`src/rtl/debounce_pkg.sv`:
```
// rtl/debounce_pkg.sv - shared types and sizing helper for the debounce scan controller
package debounce_pkg;

  typedef enum logic {
    S_IDLE = 1'b0,
    S_SCAN = 1'b1
  } scan_state_t;

  // Stability counter must hold values up to STABLE_TICKS for the terminal compare.
  function automatic int cnt_width(input int stable_ticks);
    return $clog2(stable_ticks + 1);
  endfunction

endpackage

```
`src/rtl/debounce_scan_ctrl_tick_gen.sv`:
```
// rtl/debounce_scan_ctrl_tick_gen.sv - free-running debounce tick prescaler
module tick_gen #(
  parameter int DIV = 8
) (
  input  logic clk,
  input  logic reset,
  input  logic en,
  output logic tick
);

  localparam int CW = (DIV > 1) ? $clog2(DIV) : 1;

  logic [CW-1:0] r_cnt;
  logic          w_wrap;

  assign w_wrap = (r_cnt == CW'(DIV - 1));

  always_ff @(posedge clk or posedge reset) begin
    if (reset) begin
      r_cnt <= '0;
    end else if (en) begin
      r_cnt <= w_wrap ? '0 : r_cnt + 1'b1;
    end
  end

  // Gated by en so a count frozen at DIV-1 cannot stretch the pulse.
  assign tick = en & w_wrap;

endmodule

```
`src/rtl/debounce_scan_ctrl.sv`:
```
// rtl/debounce_scan_ctrl.sv - multi-channel switch debouncer with one time-shared engine
module debounce_scan_ctrl
  import debounce_pkg::*;
#(
  parameter int N_CH         = 4,
  parameter int TICK_DIV     = 1_000_000,
  parameter int STABLE_TICKS = 3
) (
  input  logic            clk,
  input  logic            reset,
  input  logic            en,
  input  logic [N_CH-1:0] sw,
  output logic [N_CH-1:0] db,
  output logic [N_CH-1:0] rise,
  output logic [N_CH-1:0] fall,
  output logic            tick
);

  localparam int CW = cnt_width(STABLE_TICKS);
  localparam int IW = (N_CH > 1) ? $clog2(N_CH) : 1;

  // A sweep takes N_CH cycles after the tick; the next tick must not land inside it.
  if (TICK_DIV < N_CH + 2) begin : g_div_check
    $error("debounce_scan_ctrl: TICK_DIV must be >= N_CH+2");
  end
  if (N_CH < 1 || N_CH > 16) begin : g_nch_check
    $error("debounce_scan_ctrl: N_CH must be in 1..16");
  end
  if (STABLE_TICKS < 1) begin : g_stable_check
    $error("debounce_scan_ctrl: STABLE_TICKS must be >= 1");
  end

  logic [N_CH-1:0]         r_sync1;
  logic [N_CH-1:0]         r_sync2;
  logic [N_CH-1:0]         r_db;
  logic [N_CH-1:0]         r_rise;
  logic [N_CH-1:0]         r_fall;
  logic [N_CH-1:0][CW-1:0] r_cnt;
  scan_state_t             r_state;
  logic [IW-1:0]           r_idx;

  scan_state_t             w_state_nxt;
  logic [IW-1:0]           w_idx_nxt;
  logic                    w_svc;
  logic                    w_tick;
  logic                    w_sw_sel;
  logic                    w_db_sel;
  logic [CW-1:0]           w_cnt_sel;
  logic [CW-1:0]           w_cnt_inc;
  logic                    w_done;

  tick_gen #(
    .DIV (TICK_DIV)
  ) u_tick_gen (
    .clk   (clk),
    .reset (reset),
    .en    (en),
    .tick  (w_tick)
  );

  always_ff @(posedge clk or posedge reset) begin
    if (reset) begin
      r_sync1 <= '0;
      r_sync2 <= '0;
    end else begin
      r_sync1 <= sw;
      r_sync2 <= r_sync1;
    end
  end

  always_ff @(posedge clk or posedge reset) begin
    if (reset) begin
      r_state <= S_IDLE;
      r_idx   <= '0;
    end else begin
      r_state <= w_state_nxt;
      r_idx   <= w_idx_nxt;
    end
  end

  always_comb begin
    w_state_nxt = r_state;
    w_idx_nxt   = r_idx;
    w_svc       = 1'b0;
    case (r_state)
      S_IDLE: begin
        if (w_tick) begin
          w_state_nxt = S_SCAN;
          w_idx_nxt   = '0;
        end
      end
      S_SCAN: begin
        w_svc = 1'b1;
        if (r_idx == IW'(N_CH - 1)) begin
          w_state_nxt = S_IDLE;
          w_idx_nxt   = '0;
        end else begin
          w_idx_nxt = r_idx + 1'b1;
        end
      end
      default: begin
        w_state_nxt = S_IDLE;
        w_idx_nxt   = '0;
      end
    endcase
  end

  assign w_sw_sel  = r_sync2[r_idx];
  assign w_db_sel  = r_db[r_idx];
  assign w_cnt_sel = r_cnt[r_idx];
  assign w_cnt_inc = w_cnt_sel + 1'b1;
  assign w_done    = (w_cnt_inc == CW'(STABLE_TICKS));

  // Only the channel under the scan pointer is touched; event pulses self-clear next cycle.
  always_ff @(posedge clk or posedge reset) begin
    if (reset) begin
      r_db   <= '0;
      r_rise <= '0;
      r_fall <= '0;
      r_cnt  <= '0;
    end else begin
      r_rise <= '0;
      r_fall <= '0;
      if (w_svc) begin
        if (w_sw_sel == w_db_sel) begin
          r_cnt[r_idx] <= '0;
        end else if (!w_done) begin
          r_cnt[r_idx] <= w_cnt_inc;
        end else begin
          r_cnt[r_idx]  <= '0;
          r_db[r_idx]   <= w_sw_sel;
          r_rise[r_idx] <= w_sw_sel;
          r_fall[r_idx] <= ~w_sw_sel;
        end
      end
    end
  end

  assign db   = r_db;
  assign rise = r_rise;
  assign fall = r_fall;
  assign tick = w_tick;

endmodule

```
`config.mk`:
```
export PLATFORM = sky130hd
export DESIGN_NAME = debounce_scan_ctrl
export DESIGN_NICKNAME = d
export VERILOG_FILES = /design/src/rtl/debounce_pkg.sv /design/src/rtl/debounce_scan_ctrl_tick_gen.sv /design/src/rtl/debounce_scan_ctrl.sv
export SDC_FILE = /design/constraint.sdc
export NUM_CORES = 1
export LEC_CHECK = 0
export CAP_MARGIN = 5
export CORE_MARGIN = 8
export CORE_UTILIZATION = 48
export CTS_CLUSTER_SIZE = 28
export DETAILED_ROUTE_END_ITERATION = 10
export PLACE_DENSITY = 0.68
export RECOVER_POWER = 50
export SKIP_LAST_GASP = 1
export SLEW_MARGIN = 20
export SYNTH_ARGS = -nofsm -noshare
export SYNTH_HDL_FRONTEND = slang
export SYNTH_SLANG_ARGS = --single-unit
```
`constraint.sdc`:
```
create_clock -name clk -period 5.3 [get_ports clk]
set_input_delay 0.795 -clock clk [delete_from_list [all_inputs] [get_ports clk]]
set_output_delay 0.795 -clock clk [all_outputs]
set_load 0.02 [all_outputs]
```
======== Word-level counts from Yosys, hierarchy flattened ========
Index checks and enable logic that the tools add are counted.
operators by class
  add/sub/neg operators ................... 3
  multiply operators ...................... 0
  div/mod/pow operators ................... 0
  $lt $le $gt $ge ......................... 2
  equal/unequal tests ..................... 5
  shifts and indexed selects .............. 0
  mux-type cells .......................... 28
  bitwise gates (word level) .............. 8
  reduce and logical (&&, ||, !) cells .... 2
operator list
  cell                                                                   number
  4-bit 2-to-1 mux                                                       6
  20-bit by 1-bit adder with 20-bit output, second input constant        1
  20-bit == test, second input constant                                  1
  20-bit 2-to-1 mux                                                      1
  8-bit 2-to-1 mux                                                       2
  4-bit bitwise AND                                                      2
  8-bit bitwise AND                                                      1
  8-bit bitwise mux                                                      1
  2-bit 2-to-1 mux                                                       4
  8-bit NOT                                                              1
  1-bit 2-to-1 mux                                                       6
  2-bit by 1-bit adder with 2-bit output, second input constant          2
  1-bit binary-select mux with 2-bit select                              2
  2-bit binary-select mux with 2-bit select                              1
  4-bit bitwise mux                                                      1
  2-bit demux with 2-bit select                                          1
  2-bit == test, second input constant                                   2
  2-bit one-hot mux with 2 select lines                                  1
  2-bit by 3-bit < comparator with 1-bit output, second input constant   1
  1-bit NOT                                                              3
  3-bit AND reduction                                                    1
  1-bit demux with 2-bit select                                          1
  2-bit by 1-bit >= comparator with 1-bit output, second input constant  1
  2-bit inequality test, second input constant                           1
  4 further kinds                                                        4
storage, ports and cells
  register bits ........................... 51
  bits in latches ......................... 0
  bits in writable memories ............... 0
  memory bits (read-only) ................. 0
  input bits .............................. 7
  output and inout port bits .............. 13
  word-level logic and storage cells ...... 60
  memories ................................ 0

======== Logic depth before layout (Yosys ltp) ========
  word-level depth ........................ 8
  gate-level depth with buffers ........... 7
  mapped depth without buffers ............ 6

======== By module ========
From an unflattened synthesis, not the netlist that was laid out.
unflattened totals
  cells, all modules ...................... 221
  area total of the unflattened synthesis .. 2513.7 um^2
modules (own cells, without submodules)
  module              instances  cells an instance  area each (um^2)  seq. area each (um^2)
  debounce_scan_ctrl  1          121                1491.4            775.7
  tick_gen            1          100                1022.2            500.5

======== Worst setup path before layout ========
OpenSTA, ideal clock, no wires.
  path kind ............................... input -> output
  from .................................... input port en
  to ...................................... output port tick
  arrival ................................. 1.805 ns
  required time ........................... 4.505 ns
  path slack .............................. 2.700 ns
  cell stages on the path ................. 5
  path buffers ............................ 2
  cells stage by stage .................... buf_4 nand4_2 or3_1 clkbuf_1 nor2_4
on the way
  word-level cells in the longest chain between the ends .. 1
RTL lines
  item                line                               text
  start: declaration  debounce_scan_ctrl.sv:11           input logic en,
  1-bit bitwise AND   debounce_scan_ctrl_tick_gen.sv:27  assign tick = en & w_wrap;
  end: declaration    debounce_scan_ctrl.sv:16           output logic tick
Every way passes these cells.

======== Worst setup path after layout ========
Same ends and word-level chain as after synthesis.

==> impl_results.md <==
* Worst Setup Path Type: primary input to output pin
* # DRC at 0
* Antenna diodes at 0
* Largest net degree at the start of global routing at between 50 and 60
* Mean number of vias per cell at roughly 5.6
* P&R area growth vs syn at 14.1%
* Ratio of cells with drive above 1 in the final layout at 0.0981
* Syn Area/Cell at 11.8 um2
* TritonRoute pass-1 iters at 4
* Status: finished with violations
* Post-detail-place hpwl at around 2900 um
* Power Dens Cells at a little under 300 mW/mm2
* Final Skew at approximately 0.0084 ns
* WL/cell at 14.9 um
* R2r setup slk at 3.20 ns
* Worst slew margin at -0.418
* Row count at 25
* Die width at approximately 85 um
* Post-route design area at roughly 0.0026 mm2
* Netlist cell types at 35
* Min Tclk post-route at 3.99 ns
* Combined flip-flop and latch cell area at ~0.0013 mm2
* FMAX at ~0.25 GHz
* Worst Path Required at 4.51 ns
* Internal at 0.000547 W
* Worst-path maximum fanout at 10
* VDD IR-drop max at 0.000199 V
* Number of synthesized flops with an enable pin at 0
* Leakage power total at around 1.1 nW
* Final hold vios at 0
* CP Data Arrival Time at 3.19 ns
* Total CTS buffers at 5
* Synth Flop Type: dfrtp_1
* Port buffer count at 19
* Clk root buf: clkbuf_8
* Area of the multi-input gates at approximately 930 um2
* Core Area at between 0.004 and 0.005 mm2
* Worst Hold Class: flip-flop to flip-flop
* Ys Warns at 0
* Worst slew pin tran at ~2.1 ns
* Clock network power share at 0.305
* Crit path launch type: primary input
* CP endpoint kind: output pin
* Total GRT Usage at 0.123
* DR vias at approximately 1500
* Final Total Pwr at between 0.0007 and 0.0008 W
* #FFs+latches synth at 51
* Skew-Pair Late Insertion Delay at 0.31 ns
* Setup TNS at 0 ns
* Register area share after synthesis at 0.565
* Reg clk slew, reported paths at about 0.090 ns
* Maxcap violations at 1
* Die Height at between 80 and 90 um
* Max clock buf depth at 2
* Final period util at 0.752
* Worst hold slack at approximately 0.35 ns
* I/O pin count at 20
* Total clock sinks at 51
* Grt ovf at 0
* Cts repair resizes at 0
* Failing checks: capacitance limit, slew limit
* Number of global-route vias before repair at about 1600
* Initial antenna violation count at 0
* GPL Wtd Cong at roughly 0.81
* First-pass GRT wire length at 7200 um
* Filler cell count at just under 400
* Final WL at 4000 um
* H-tree depth at 2
* Initial Util at 0.488
* Slew Viols, Final at 52
* Part of the power in registers at 0.599
* Hold-fix buffers, CTS at 0
* Initial DRC count at 99
* Endpoints failing setup at 0
* Die Footprint at 0.00716 mm2
* Sw Ratio at 0.272
* # Post-CTS Setup Buffers at 0
* Fin util at 0.557
* Cell Area, Placed at roughly 0.0025 mm2
* Syn nets at 205
* Comb pwr share at 0.096
* Async set or reset register ratio after synthesis at 1.00
* Layout Nets at approximately 230
* Antenna Violating Nets Remaining at 0
* TritonCTS clock tree: built
* Cells after Synth at roughly 190
* Cell area after synthesis at 0.00226 mm2
* RSZ-0062 raised after global routing: false
* Net Sw Power at 0.000204 W
## kinds of logic after synthesis
group                    synth area share
flip-flops                          0.565
AND/OR/NAND/NOR                     0.177
adder cells (fa/ha/maj)            0.0332
buffers and inverters              0.0199
XOR/XNOR                           0.0581
AO/OA/AOI/OAI                      0.0698
multiplexers                       0.0775
## area by class of cell
class	count	area share
clock buffer	5	0.0267
clock inverter	3	0.00874
inverter	5	0.00777
multi-input combinational	131	0.362
sequential	51	0.495
tap	54	0.0262
timing repair buffer	19	0.0738
## placed cells by master, fill, tap and decap left out, types with 3 or more instances in the layout
cell type	netlist	layout
and3_1	4	4
nor2_1	12	12
and2_1	8	8
nand3_1	10	10
nand4_1	4	5
clkdlybuf4s50_1	0	13
mux4_2	4	4
inv_1	5	4
dlygate4sd3_1	0	6
nand2_1	16	16
dfrtp_1	51	51
clkbuf_8	0	5
a31oi_1	3	3
o21ai_0	16	16
or3_1	3	3
mux2_2	4	4
ha_1	6	6
nand2b_1	3	3
xnor2_1	11	11
o31ai_1	3	3
xor2_1	4	4
mux2i_1	4	4
## worst paths after layout
| check | from | end | cells after the start |
|---|---|---|---|
| min in group asynchronous | reset | u_tick_gen.r_cnt[1]$_DFFE_PP0P_ | 2 |
| min | r_sync1[3]$_DFF_PP0_ | r_sync2[3]$_DFF_PP0_ | 0 |
| max | en | tick | 5 |
| max in group asynchronous | reset | fall[3]$_DFF_PP0_ | 2 |
| min reg2reg | r_sync1[3]$_DFF_PP0_ | r_sync2[3]$_DFF_PP0_ | 0 |
| max reg2reg | r_idx[0]$_DFFE_PP0P_ | r_cnt[5]$_DFFE_PP0P_ | 5 |
## registers in the layout, indices dropped and copies added (netlist names)
name              cells
db                    4
fall                  4
r_cnt                 8
r_idx                 2
r_state               1
r_sync1               4
r_sync2               4
rise                  4
u_tick_gen.r_cnt     20
## worst max-delay path: stages
cell             delay (ns)
dlygate4sd3_1          0.67
nand4_1                0.25
or3_1                  0.50
nor2_4                 0.30
clkdlybuf4s50_1        0.67
## per-layer routing
layer  GRT usage  up-vias  part of all wire
met3      0.0410        4             0.050
met5           0        -                 0
met1       0.152      735              0.46
met2       0.195       29              0.48
li1            -      722                 -
met4      0.0453        0            0.0092
## synth_stat cells, types with 2 or more instances
master	instances	area, um2
and3_1	4	25.0
xor2_1	4	35.0
nand2b_1	3	18.8
inv_1	5	18.8
buf_4	2	15.0
nand2_1	16	60.1
ha_1	6	75.1
nor2_1	12	45.0
mux4_2	4	90.1
or3_1	3	18.8
nand3_1	10	50.1
clkbuf_1	3	11.3
xnor2_1	11	96.3
nand4_1	4	25.0
and2_1	8	50.1
mux2_2	4	45.0
o31ai_1	3	22.5
nor3_1	2	10.0
mux2i_1	4	40.0
dfrtp_1	51	1280
nor4b_1	2	17.5
a31oi_1	3	18.8
o21ai_0	16	80.1
## power groups by stage
stage,clock network (W),logic (W),registers [W]
global placement,0,0.0000680,0.000455
floorplan,0,0.0000575,0.000451
CTS,0.000239,0.0000760,0.000450
global route,0.000252,0.0000838,0.000455
finish,0.000229,0.0000722,0.000450
detailed placement,0,0.0000748,0.000458
## per-stage QoR
step	cells	setup slack, ns
6_report	268	1.31
2_1_floorplan	192	2.70
5_1_grt	268	1.22
3_3_place_gp	260	1.52
3_5_place_dp	260	1.45
4_1_cts	268	1.44
No activity file was read; power rests on OpenSTA's default activity.
